$ cat config.mk
export PLATFORM = sky130hd
export DESIGN_NAME = scr1_pipe_mprf_wb
export DESIGN_NICKNAME = d
export VERILOG_FILES = /design/src/rtl/scr1_pipe_mprf_wb_pkg.sv /design/src/rtl/scr1_pipe_mprf_wb_ldq.sv /design/src/rtl/scr1_pipe_mprf_wb.sv
export SDC_FILE = /design/constraint.sdc
export NUM_CORES = 1
export LEC_CHECK = 0
export CORE_UTILIZATION = 41
export DETAILED_ROUTE_END_ITERATION = 10
export GPL_TIMING_DRIVEN = 0
export HOLD_SLACK_MARGIN = 0.15
export PLACE_DENSITY = 0.79
export SLEW_MARGIN = 5
export SYNTH_ARGS = -nofsm -noshare
export SYNTH_HDL_FRONTEND = slang
export SYNTH_SLANG_ARGS = --single-unit
$ cat constraint.sdc
create_clock -name clk -period 6.3 [get_ports clk]
set_clock_uncertainty 0.15 [all_clocks]
set_input_delay 1.89 -clock clk [delete_from_list [all_inputs] [get_ports clk]]
set_output_delay 1.89 -clock clk [all_outputs]
set_load 0.01 [all_outputs]
$ cat src/rtl/scr1_pipe_mprf_wb_pkg.sv
`default_nettype none
// ============================================================================
// Module      : scr1_pipe_mprf_wb_pkg
// Description : Shared constants and types for the MPRF writeback /
//               operand-hazard unit.
// Revision    : 1.0 - initial release
// ============================================================================
package scr1_pipe_mprf_wb_pkg;

  // Architectural data width and register address width (use 4 for RVE)
  localparam int SCR1_XLEN      = 32;
  localparam int SCR1_AW        = 5;

  // Default number of loads that may be in flight at once
  localparam int SCR1_LDQ_DEPTH = 2;

  // Load-result hold register occupancy
  typedef enum logic {
    HOLD_EMPTY = 1'b0,
    HOLD_FULL  = 1'b1
  } scr1_hold_state_e;

endpackage : scr1_pipe_mprf_wb_pkg
`default_nettype wire

$ cat src/rtl/scr1_pipe_mprf_wb_ldq.sv
`default_nettype none
// ============================================================================
// Module      : scr1_pipe_mprf_wb_ldq
// Description : In-order FIFO of outstanding load destination registers.
//               Loads retire in issue order, so the head entry always names
//               the destination of the next load response.
// Revision    : 1.0 - initial release
// ============================================================================
module scr1_pipe_mprf_wb_ldq
  import scr1_pipe_mprf_wb_pkg::*;
#(
  parameter int DW    = SCR1_AW,
  parameter int DEPTH = SCR1_LDQ_DEPTH
) (
  input  logic          clk,
  input  logic          rst_n,
  input  logic          push_i,
  input  logic [DW-1:0] data_i,
  input  logic          pop_i,
  output logic          full_o,
  output logic          empty_o,
  output logic [DW-1:0] head_o
);

  // Pointers carry one extra wrap bit so full and empty are distinguishable
  localparam int            PW      = $clog2(DEPTH);
  localparam logic [PW:0]   PTR_ONE = {{PW{1'b0}}, 1'b1};

  logic [PW:0]   wr_ptr_q;
  logic [PW:0]   rd_ptr_q;
  logic [DW-1:0] mem_q [DEPTH];

  logic          w_push;
  logic          w_pop;

  // Push into a full queue or pop from an empty one is ignored
  assign w_push = push_i & ~full_o;
  assign w_pop  = pop_i  & ~empty_o;

  // Pointer advance and storage write
  always_ff @(posedge clk or negedge rst_n) begin
    if (!rst_n) begin
      wr_ptr_q <= '0;
      rd_ptr_q <= '0;
      for (int i = 0; i < DEPTH; i++) begin
        mem_q[i] <= '0;
      end
    end else begin
      if (w_push) begin
        mem_q[wr_ptr_q[PW-1:0]] <= data_i;
        wr_ptr_q                <= wr_ptr_q + PTR_ONE;
      end
      if (w_pop) begin
        rd_ptr_q <= rd_ptr_q + PTR_ONE;
      end
    end
  end

  assign empty_o = (wr_ptr_q == rd_ptr_q);
  assign full_o  = (wr_ptr_q[PW] != rd_ptr_q[PW]) &&
                   (wr_ptr_q[PW-1:0] == rd_ptr_q[PW-1:0]);
  assign head_o  = mem_q[rd_ptr_q[PW-1:0]];

endmodule : scr1_pipe_mprf_wb_ldq
`default_nettype wire

$ cat src/rtl/scr1_pipe_mprf_wb.sv
`default_nettype none
// ============================================================================
// Module      : scr1_pipe_mprf_wb
// Description : EXU-side writeback and operand-hazard unit for the MPRF.
//               Merges single-cycle ALU results and in-order load responses
//               onto the single MPRF write port, keeps a pending scoreboard
//               for outstanding load destinations, stalls decode on RAW/WAW
//               hazards and forwards same-cycle write data to the operands.
// Revision    : 1.0 - initial release
// ============================================================================
module scr1_pipe_mprf_wb
  import scr1_pipe_mprf_wb_pkg::*;
#(
  parameter int XLEN      = SCR1_XLEN,
  parameter int AW        = SCR1_AW,
  parameter int LDQ_DEPTH = SCR1_LDQ_DEPTH
) (
  input  logic            clk,
  input  logic            rst_n,

  // Decode-stage operand / destination addresses and hazard stall
  input  logic [AW-1:0]   dec_rs1_addr_i,
  input  logic [AW-1:0]   dec_rs2_addr_i,
  input  logic [AW-1:0]   dec_rd_addr_i,
  output logic            dec_stall_o,

  // Operands after bypass
  output logic [XLEN-1:0] exu_rs1_data_o,
  output logic [XLEN-1:0] exu_rs2_data_o,

  // Single-cycle ALU result (always accepted)
  input  logic            alu_wb_vd_i,
  input  logic [AW-1:0]   alu_wb_rd_i,
  input  logic [XLEN-1:0] alu_wb_data_i,

  // Load issue handshake
  input  logic            lsu_issue_vd_i,
  input  logic [AW-1:0]   lsu_issue_rd_i,
  output logic            lsu_issue_rdy_o,

  // Load response handshake
  input  logic            lsu_rsp_vd_i,
  input  logic [XLEN-1:0] lsu_rsp_data_i,
  input  logic            lsu_rsp_err_i,
  output logic            lsu_rsp_rdy_o,

  // MPRF read ports
  output logic [AW-1:0]   exu2mprf_rs1_addr_o,
  output logic [AW-1:0]   exu2mprf_rs2_addr_o,
  input  logic [XLEN-1:0] mprf2exu_rs1_data_i,
  input  logic [XLEN-1:0] mprf2exu_rs2_data_i,

  // MPRF write port
  output logic            exu2mprf_w_req_o,
  output logic [AW-1:0]   exu2mprf_rd_addr_o,
  output logic [XLEN-1:0] exu2mprf_rd_data_o
);

  localparam int NREG = 1 << AW;

  // --------------------------------------------------------------------------
  // State
  // --------------------------------------------------------------------------
  logic [NREG-1:0]  pending_q;
  logic [NREG-1:0]  pending_d;

  scr1_hold_state_e hold_q;
  scr1_hold_state_e hold_d;
  logic [AW-1:0]    hold_rd_q;
  logic [AW-1:0]    hold_rd_d;
  logic [XLEN-1:0]  hold_data_q;
  logic [XLEN-1:0]  hold_data_d;

  // --------------------------------------------------------------------------
  // Combinational nets
  // --------------------------------------------------------------------------
  logic             w_ldq_full;
  logic             w_ldq_empty;
  logic [AW-1:0]    w_head_rd;

  logic             w_issue_acc;
  logic             w_rsp_acc;
  logic             w_rsp_wr;
  logic             w_alu_wr;

  logic [NREG-1:0]  w_set_mask;
  logic [NREG-1:0]  w_clr_mask;
  logic [NREG-1:0]  w_pend_eff;

  logic             w_req;
  logic [AW-1:0]    w_wr_addr;
  logic [XLEN-1:0]  w_wr_data;

  // --------------------------------------------------------------------------
  // Outstanding-load destination queue
  // --------------------------------------------------------------------------
  scr1_pipe_mprf_wb_ldq #(
    .DW    (AW),
    .DEPTH (LDQ_DEPTH)
  ) u_ldq (
    .clk     (clk),
    .rst_n   (rst_n),
    .push_i  (w_issue_acc),
    .data_i  (lsu_issue_rd_i),
    .pop_i   (w_rsp_acc),
    .full_o  (w_ldq_full),
    .empty_o (w_ldq_empty),
    .head_o  (w_head_rd)
  );

  // Issue readiness ignores a same-cycle pop: the freed slot appears next edge
  assign lsu_issue_rdy_o = ~w_ldq_full;
  assign w_issue_acc     = lsu_issue_vd_i & lsu_issue_rdy_o;

  // A response is only taken when the hold register can absorb a port conflict
  assign lsu_rsp_rdy_o   = (hold_q == HOLD_EMPTY) & ~w_ldq_empty;
  assign w_rsp_acc       = lsu_rsp_vd_i & lsu_rsp_rdy_o;

  // Accepted load response that actually produces a register write
  assign w_rsp_wr        = w_rsp_acc & ~lsu_rsp_err_i & (w_head_rd != '0);

  // An ALU result to x0 does not take the write port
  assign w_alu_wr        = alu_wb_vd_i & (alu_wb_rd_i != '0);

  // Write-port arbitration (ALU > hold > direct load) and pending-clear mask
  always_comb begin
    w_req       = 1'b0;
    w_wr_addr   = '0;
    w_wr_data   = '0;
    hold_d      = hold_q;
    hold_rd_d   = hold_rd_q;
    hold_data_d = hold_data_q;
    w_clr_mask  = '0;

    if (w_alu_wr) begin
      w_req     = 1'b1;
      w_wr_addr = alu_wb_rd_i;
      w_wr_data = alu_wb_data_i;
      // Losing load result parks in the hold register; stays pending
      if (w_rsp_wr) begin
        hold_d      = HOLD_FULL;
        hold_rd_d   = w_head_rd;
        hold_data_d = lsu_rsp_data_i;
      end
    end else if (hold_q == HOLD_FULL) begin
      w_req                 = 1'b1;
      w_wr_addr             = hold_rd_q;
      w_wr_data             = hold_data_q;
      hold_d                = HOLD_EMPTY;
      w_clr_mask[hold_rd_q] = 1'b1;
    end else if (w_rsp_wr) begin
      w_req                 = 1'b1;
      w_wr_addr             = w_head_rd;
      w_wr_data             = lsu_rsp_data_i;
      w_clr_mask[w_head_rd] = 1'b1;
    end

    // Faulted loads and loads to x0 retire without writing
    if (w_rsp_acc && !w_rsp_wr) begin
      w_clr_mask[w_head_rd] = 1'b1;
    end
  end

  // Pending bits raised by an accepted load issue
  always_comb begin
    w_set_mask = '0;
    if (w_issue_acc && (lsu_issue_rd_i != '0)) begin
      w_set_mask[lsu_issue_rd_i] = 1'b1;
    end
  end

  // Next scoreboard value; x0 is never pending
  always_comb begin
    pending_d    = (pending_q & ~w_clr_mask) | w_set_mask;
    pending_d[0] = 1'b0;
  end

  // Scoreboard and hold register
  always_ff @(posedge clk or negedge rst_n) begin
    if (!rst_n) begin
      pending_q   <= '0;
      hold_q      <= HOLD_EMPTY;
      hold_rd_q   <= '0;
      hold_data_q <= '0;
    end else begin
      pending_q   <= pending_d;
      hold_q      <= hold_d;
      hold_rd_q   <= hold_rd_d;
      hold_data_q <= hold_data_d;
    end
  end

  // --------------------------------------------------------------------------
  // Hazard detection: a register being written this cycle is no longer a
  // hazard, because the reader picks the value up from the bypass
  // --------------------------------------------------------------------------
  assign w_pend_eff  = pending_q & ~w_clr_mask;

  assign dec_stall_o = ((dec_rs1_addr_i != '0) & w_pend_eff[dec_rs1_addr_i]) |
                       ((dec_rs2_addr_i != '0) & w_pend_eff[dec_rs2_addr_i]) |
                       ((dec_rd_addr_i  != '0) & w_pend_eff[dec_rd_addr_i]);

  // --------------------------------------------------------------------------
  // MPRF ports and operand bypass
  // --------------------------------------------------------------------------
  assign exu2mprf_rs1_addr_o = dec_rs1_addr_i;
  assign exu2mprf_rs2_addr_o = dec_rs2_addr_i;

  assign exu2mprf_w_req_o    = w_req;
  assign exu2mprf_rd_addr_o  = w_wr_addr;
  assign exu2mprf_rd_data_o  = w_wr_data;

  assign exu_rs1_data_o = (w_req && (dec_rs1_addr_i != '0) && (w_wr_addr == dec_rs1_addr_i))
                          ? w_wr_data : mprf2exu_rs1_data_i;
  assign exu_rs2_data_o = (w_req && (dec_rs2_addr_i != '0) && (w_wr_addr == dec_rs2_addr_i))
                          ? w_wr_data : mprf2exu_rs2_data_i;

  // --------------------------------------------------------------------------
  // Protocol checks
  // --------------------------------------------------------------------------
`ifndef SYNTHESIS
  // ALU must not target a register that still awaits a load
  a_alu_rd_not_pending : assert property (
    @(posedge clk) disable iff (!rst_n)
    (alu_wb_vd_i && (alu_wb_rd_i != '0)) |-> !pending_q[alu_wb_rd_i]
  );

  // Every load response must pair with an outstanding load
  a_rsp_has_load : assert property (
    @(posedge clk) disable iff (!rst_n)
    lsu_rsp_vd_i |-> !w_ldq_empty
  );

  // A load must not be issued to a register that is already pending
  a_issue_rd_not_pending : assert property (
    @(posedge clk) disable iff (!rst_n)
    (w_issue_acc && (lsu_issue_rd_i != '0)) |-> !pending_q[lsu_issue_rd_i]
  );
`endif

endmodule : scr1_pipe_mprf_wb
`default_nettype wire

==> flow_results.org, run 1 <==
** Run status
- Status :: finished with violations
- Violated checks :: negative setup slack

** Timing
- Slew headroom :: 0.259
- Post-layout worst setup margin :: -0.588 ns
- Final period util :: 1.09
- Unrepaired setup endpoints after global routing :: true
- Number of pins with negative max-slew slack in the final report :: 0
- Highest clock frequency the design can meet :: approximately 150 MHz
- Final Hold Fails :: 0
- Finish-stage setup viols :: 66
- For the pin with the worst max-slew slack, the measured transition is 1.11 ns.
- The worst path in the final design needs a cycle of approximately 6.9 ns, including I/O delays and setup.

** Global route
- Number of global-route vias before repair :: roughly 8,300
- Overall Global Routing Usage :: 0.336
- Global routing finished with a remaining overflow of 0.
- The first global-routing pass estimated between 40 and 50 mm of wire.
- Largest net degree at the start of global routing :: between 50 and 60
- The initial antenna violation count is 2.

** Setup path
- Largest stage delay on the critical path :: ~0.53 ns
- STA classifies the critical path startpoint as an input pin.
- Counting both buffers and inverters, the worst setup path holds a total of 4.
- Traced cell by cell, the critical path runs through buf_6 -> or4_4 -> buf_4 -> o21ai_4 -> buf_8 -> nand4_1 -> a21oi_2 -> nor2_2 -> mux2_2 -> mux4_2 -> a32oi_2 -> nand4_1 -> buf_2.
- In this design, the largest share of critical-path delay is due to simple AND/OR/NAND/NOR gates.
- In this design, the critical path's most frequently occurring cell is nand4_1.
- The critical path is of the input pin to primary output type.
- In this run the worst path has a maximum fanout of 7.
- On the critical path, the stage with the largest delay is an instance of or4_4.
- For the worst flop-to-flop path, the logic depth is 10.
- STA classifies the critical path endpoint as a primary output.
- Data on the critical path arrives at its endpoint at roughly 4.9 ns.
- Data on the critical path is required at its endpoint by between 4 and 5 ns.
- The critical path runs through a total of 13 cells.

** Logic synthesis
- After synthesis, the netlist uses between 80 and 90 different library cells.
- After synthesis the netlist holds a flip-flop and latch count of 83.
- Most area-consuming cells after synthesis :: dfrtp_1 (29%), mux2_2 (17%), nor2_1 (5.3%)
- For this run, asynchronously set or reset flops after synthesis account for 1.00.
- The most used flip-flop cell after synthesis is dfrtp_1.
- By area, the combinational part of the netlist is dominated by compound AO/OA/AOI/OAI gates.
- Register area share after synthesis :: 0.290
- Synthesized instance count :: 801
- Post-synthesis share of cell area spent on full adders, half adders and majority gates :: 0
- Of all cell types, the one taking the most synthesized area is dfrtp_1.
- Of the total synthesized cell area, the portion taken by XOR and XNOR cells is 0.0182.
- Avg Cell Area, Syn :: 8.93 um2
- By count the netlist is led by mux2_2 (106), nor2_1 (101), dfrtp_1 (83).
- For this run, the number of Yosys warnings is 0.
- Post-synthesis share of cell area spent on and, or, nand and nor gates :: 0.176
- The portion of synthesized area spent on multiplexers is 0.212.
- Summing every instance area after synthesis gives between 0.007 and 0.008 mm2.
- Counting flops with a built-in enable in the synthesized netlist gives 0.
- Most frequent cell after synthesis :: mux2_2
- Of the post-synthesis cell area, the dominant cell type holds 0.290.
- The compound-gate portion of the synthesized area came to 0.242.
- The number of nets in the synthesized netlist is 960.

** Detailed routing
- DR pass1 iterations :: 6
- Detailed router's first-iteration violation count :: approximately 900
- In the routed design, unresolved DRC markers number 0.
- Routed wirelength normalized by instance count :: approximately 23 um
- Once detail routing completed, the nets flagged for antenna violations numbered 0.
- Total wirelength of the detailed-routed design :: between 30 and 40 mm
- Total number of vias :: approximately 8,500
- Detail-routed via count per cell :: between 6 and 7

** Clock network
- The clock passes through at most 2 buffers.
- Root Driver :: clkbuf_16
- Total of hold buffers inserted after clock tree synthesis :: 0
- After clock tree synthesis, the clock-pin slew on the worst setup and hold paths is 0.07 ns.
- Total clock sinks :: 83
- The H-tree was split into 3 levels.
- The later pin in the worst-skew pair is clocked with a latency of between 0.3 and 0.4 ns.
- TritonCTS built the clock tree.
- Counting the buffers created by CTS gives 9.

** Floorplan
- Placement Rows :: 47
- The initial utilization of the core area, before any placement, comes to 0.425.
- The die is approximately 130 um tall.
- Number of ports placed on the die boundary :: about 270
- Overall die width :: approximately 130 um
- Area of the die :: around 0.018 mm2
- The core region is around 0.017 mm2.

** Placed design
- Final GP Congestion :: between 0.9 and 1
- In this run the cell area measured after placement is 0.0102 mm2.
- Number of port buffers :: between 200 and 300
- Counting tap cells, the placed design contains a total of about 1,300 instances.
- The HPWL after detailed placement is 21.9 mm.
- Worst slack at placement :: -1.82 ns

** Cells and area
- Number of cells in the finished layout apart from fillers :: around 1,300
- The area growth from synthesis to layout is 63.4%.
- Final net count :: 1,282
- Of the cells placed in the final design, the portion with a size suffix greater than 1 is 0.346.
- Post-route cell area :: between 0.01 and 0.015 mm2

** Power
- In this run the power density over the cells is around 340 mW/mm2.
- Summing internal, switching and leakage power gives a little under 4 mW.
- Leakage power total :: 4.75 nW
- Worst IR drop on VDD :: 0.212 mV

** Hold path
- Min-delay worst type :: flop to flop
- Cell depth of the worst hold path :: 1

** Flow run
- Maximum capacitance violations :: 0
## worst paths after layout
path	end	slack [ns]	startpoint
max	dec_stall_o	-0.59	alu_wb_rd_i[3]
min	u_ldq.rd_ptr_q[1]$_DFFE_PN0P_	0.35	u_ldq.rd_ptr_q[1]$_DFFE_PN0P_
max reg2reg	hold_data_q[21]$_DFFE_PN0P_	2.61	u_ldq.mem_q[3]$_DFFE_PN0P_
min reg2reg	u_ldq.rd_ptr_q[1]$_DFFE_PN0P_	0.35	u_ldq.rd_ptr_q[1]$_DFFE_PN0P_
max in group asynchronous	hold_data_q[30]$_DFFE_PN0P_	4.06	rst_n
min in group asynchronous	pending_q[21]$_DFF_PN0_	1.32	rst_n
## layout make-up
class | count | area [um2]
Multi-Input combinational cell | 622 | 5310
Fill cell | 1241 | 5130
Timing Repair Buffer | 312 | 3130
Sequential cell | 83 | 2080
Clock buffer | 11 | 253
Buffer | 76 | 529
Clock inverter | 5 | 42.5
Antenna cell | 1 | 2.50
Inverter | 19 | 71.3
Tap cell | 220 | 275
## cell families after synthesis
| family | after synthesis |
|---|---|
| simple gates | 243 |
| compound gates | 232 |
| mux | 133 |
| buf+inv | 96 |
| flops | 83 |
| xor+xnor | 14 |
## power by group
group | total (mW) | internal [mW] | switching, mW
Sequential | 1.01 | 0.803 | 0.209
Clock | 0.531 | 0.294 | 0.237
Combinational | 2.39 | 1.06 | 1.34
## state kept, by name (all words and copies together), names as in the netlist
name and count:
hold_data_q 32, u_ldq.mem_q 10, hold_rd_q 5, hold_q 1
pending_q 31, u_ldq.rd_ptr_q 2, u_ldq.wr_ptr_q 2
## worst register-to-register path, stage by stage, from the launching register on
cell and delay [ns]:
dfrtp_1 0.36, clkbuf_1 0.20, or4b_1 0.50, buf_2 0.18
a22o_1 0.22, buf_6 0.14, and2_2 0.25, nand2_1 0.12
clkbuf_1 0.46, buf_1 0.56, mux2_2 0.42
## metal layers
| layer | routed length (um) | vias up | GRT usage |
|---|---|---|---|
| li1 | - | 3712 | - |
| met1 | 12000 | 4070 | 0.425 |
| met2 | 14900 | 556 | 0.560 |
| met3 | 2860 | 122 | 0.0665 |
| met4 | 1200 | 0 | 0.134 |
| met5 | 0 | - | 0 |
## stage by stage
stage	util	TNS (ns)	hold slack, ns
final	0.695	-34.48	0.351
after global routing	0.695	-38.80	0.364
after CTS	0.685	-28.59	0.346
after detailed placement	0.608	-137.54	0.337
after global placement	0.607	-137.96	0.333
after floorplan	-	-5.10	0.315
## repair_timing
action                     CTS  global route
setup buffers               34             3
cloned                       5             0
setup endpoints to repair  102            90
resized for setup          513            36
pin swaps                   26            12
## layout by cell type (no fill, tap or decap), types with 10 or more instances in the layout
cell / instances
clkdlybuf4s50_1: 170
mux2i_1: 11
nor2_1: 86
nor2_2: 12
a21oi_1: 18
buf_4: 46
dfrtp_1: 83
clkbuf_1: 31
a221oi_2: 25
nand3b_1: 10
buf_6: 66
buf_8: 10
clkbuf_16: 10
inv_1: 18
dlygate4sd2_1: 30
o21ai_0: 30
mux2_4: 10
o211ai_1: 15
buf_2: 16
mux2_2: 109
nand2b_1: 11
nand2_1: 28
nand3_1: 14
o21bai_1: 11
No activity file was read; power rests on OpenSTA's default activity.
==> run 2, diff against run 1 <==
--- a/config.mk
+++ b/config.mk
@@ -5,6 +5,7 @@
 export SDC_FILE = /design/constraint.sdc
 export NUM_CORES = 1
 export LEC_CHECK = 0
+export CORE_ASPECT_RATIO = 0.9
 export CORE_UTILIZATION = 41
 export DETAILED_ROUTE_END_ITERATION = 10
 export GPL_TIMING_DRIVEN = 0
==> flow_results.org, run 2 (same netlist as run 1, synthesis figures left out) <==
** Setup path
- The worst setup path is launched from an input pin.
- Worst reg2reg path startpoint :: u_ldq.mem_q[3]$_DFFE_PN0P_
- The worst register-to-register path has a depth of 10.
- Data on the critical path arrives at its endpoint at 4.86 ns.
- Required @ worst endpoint :: about 4.3 ns
- Tracing the worst setup path back leads to its startpoint at alu_wb_rd_i[4].
- Along the worst path, the maximum fanout reaches 7.
- The worst setup path is captured at a primary output.
- The critical path in this run is classified as input pin to primary output.
- The setup check on the worst reg-to-reg path leaves a slack of ~2.6 ns.
- Termination of the worst setup path :: exu_rs1_data_o[25]
- In this run the critical register-to-register path is captured at hold_data_q[20]$_DFFE_PN0P_.

** Timing
- The number of endpoints with negative hold slack in the final report came to 0.
- Final period util :: 1.10
- Adding up every negative setup slack in the final design gives -31.75 ns.
- Setup repair after global routing could not meet its margin everywhere.
- The number of pins exceeding their max-slew limit in the final report is 0.
- Highest clock frequency the design can meet :: 145 MHz
- Finish-stage setup viols :: 66
- Worst slack on hold paths :: about 0.35 ns
- Setup slack on the critical path of the routed design comes to -0.605 ns.
- After layout, the minimum clock period comes to slightly below 7 ns.
- Slew headroom :: 0.316
- Worst slew pin tran :: around 1.0 ns

** Cells and area
- Flip-flop count of the largest register after layout :: 32
- Share of final-layout standard cells stronger than drive strength 1 :: 0.337
- Antenna Diode Count :: 0
- Biggest registers after layout :: hold_data_q (32), pending_q (31), u_ldq.mem_q (10)
- Most common library cell in the layout ignoring fill and taps :: clkdlybuf4s50_1
- Post-route cell area :: around 0.012 mm2
- Relative to the synthesized area, the layout overhead comes to 65.3%.
- Top register by number of flip-flops :: hold_data_q
- The net count of the finished layout is between 1,000 and 1,500.
- Fraction of the core area covered by cells at the end of the flow :: 0.698
- Most frequent cells in the layout :: clkdlybuf4s50_1 (166), mux2_2 (109), nor2_1 (89)

** Placed design
- The wire-length estimate of the detail-placed layout is 21.9 mm.
- Port buffering added 271 buffers.
- OpenSTA, run right after detailed placement, puts the worst setup slack at -1.82 ns.
- At the end of routability-driven placement, the weighted congestion stood at around 0.95.
- Area after DPL :: 0.0102 mm2

** Global route
- Overall Global Routing Usage :: 0.329
- The first global-routing pass estimated ~46 mm of wire.
- Entering global routing, the biggest net connects 54 pins.
- Leftover overflow at the end of global routing :: 0
- Initial antenna violation count :: 0
- Number of global-route vias before repair :: about 8,300

** Detailed routing
- Routed wirelength normalized by instance count :: roughly 23 um
- Detail-routed via count per cell :: 6.27
- DRC errors left :: 0
- Detailed router's first-iteration violation count :: 795
- Total number of vias :: 8,529
- The first detailed-routing pass ran for 6 iterations.
- Final antenna-violating net count :: 0
- Total wirelength of the detailed-routed design :: about 31 mm

** Floorplan
- Measured along the x axis, the die boundary spans between 100 and 150 um.
- Core Box Area :: 0.0169 mm2
- The initial utilization of the core area, before any placement, comes to 0.422.
- Area of the die :: between 0.015 and 0.02 mm2
- The floorplan has 45 rows.
- Number of ports placed on the die boundary :: approximately 270
- Chip height :: roughly 130 um

** Power
- Worst IR drop on VDD :: 0.176 mV
- Dividing total power by cell area gives a power density of about 340 mW/mm2.
- Leakage power total :: a little under 5 nW

** Clock network
- TritonCTS buffer count :: 9
- Longest Clk Path Bufs :: 2
- At the later pin of the worst-skew pair, clock insertion delay measures between 0.3 and 0.4 ns.
- Total of hold buffers inserted after clock tree synthesis :: 0
- The clock net in this run drives a total of 83 sinks.
- Clock-pin slew was measured on the worst setup and hold paths at around 0.060 ns.
- Root Driver :: clkbuf_16
- Depth of the CTS H-tree :: 3
- TritonCTS built the clock tree.

** Run status
- Status :: finished with violations
- The checks that failed: negative setup slack.

** Hold path
- Min-delay worst type :: flop to flop

** Flow run
- Across the run, the number of max-cap violations was 0.
## run 2: cell count changes in the layout (fill, tap and decap cells not counted), sizes merged
cell           delta
buf               -4
bufinv            +3
clkbuf            +3
clkdlybuf4s50     -4
clkinvlp          -1
diode             -1
dlygate4sd2       +3
dlymetal6s2s      +1
inv               -3
## run 2: final cells by class
type,instances,area (um2)
fillers,1192,5120
well taps,235,294
repair buffers,311,3240
inverters,19,71.3
clock buffers,11,243
clock inverters,4,98.8
flip-flops and latches,83,2080
multi-input cells,622,5270
plain buffers,76,541
## run 2: worst min-delay path by stage
stage | endpoint | slack, ns | depth (start not counted) | startpoint
after floorplan | u_ldq.rd_ptr_q[1]$_DFFE_PN0P_ | 0.32 | 1 | u_ldq.rd_ptr_q[1]$_DFFE_PN0P_
after global placement | u_ldq.rd_ptr_q[1]$_DFFE_PN0P_ | 0.33 | 1 | u_ldq.rd_ptr_q[1]$_DFFE_PN0P_
after detailed placement | u_ldq.rd_ptr_q[1]$_DFFE_PN0P_ | 0.34 | 1 | u_ldq.rd_ptr_q[1]$_DFFE_PN0P_
after CTS | u_ldq.rd_ptr_q[1]$_DFFE_PN0P_ | 0.35 | 1 | u_ldq.rd_ptr_q[1]$_DFFE_PN0P_
after global routing | hold_data_q[0]$_DFFE_PN0P_ | 0.37 | 1 | hold_data_q[0]$_DFFE_PN0P_
final | u_ldq.rd_ptr_q[1]$_DFFE_PN0P_ | 0.35 | 1 | u_ldq.rd_ptr_q[1]$_DFFE_PN0P_
## run 2: stage by stage
| step | std cells | total power [mW] |
|---|---|---|
| after floorplan | 801 | 2.22 |
| after global placement | 1307 | 2.94 |
| after detailed placement | 1308 | 3.00 |
| after CTS | 1354 | 3.85 |
| after global routing | 1361 | 4.18 |
| final | 1361 | 4.02 |
## run 2: metal layers
| metal | wire (um) | GRT usage | vias up |
|---|---|---|---|
| li1 | - | - | 3711 |
| met1 | 12000 | 0.422 | 4113 |
| met2 | 14700 | 0.546 | 602 |
| met3 | 3140 | 0.0690 | 103 |
| met4 | 1040 | 0.120 | 0 |
| met5 | 0 | 0 | - |
## run 2: repair_timing
| item | 4_1_cts | 5_1_grt |
|---|---|---|
| gates resized for setup | 512 | 39 |
| buffers inserted | 26 | 6 |
| setup endpoints to repair | 102 | 93 |
| cloned | 6 | 1 |
| pin swaps | 20 | 12 |
## run 2: where the power goes
part	switching, mW	internal, mW	leakage (nW)
Sequential	0.211	0.803	0.996
Clock	0.221	0.397	0.166
Combinational	1.33	1.05	3.66
## run 2: worst max-delay path, stage by stage
cell and delay, ns:
buf_6 0.09, or4_4 0.54, o21a_1 0.23, buf_8 0.15
a221oi_4 0.23, nor2_4 0.07, or3_4 0.38, a2111oi_4 0.38
nand3_2 0.15, buf_12 0.18, buf_12 0.14, mux2_4 0.29
buf_6 0.12
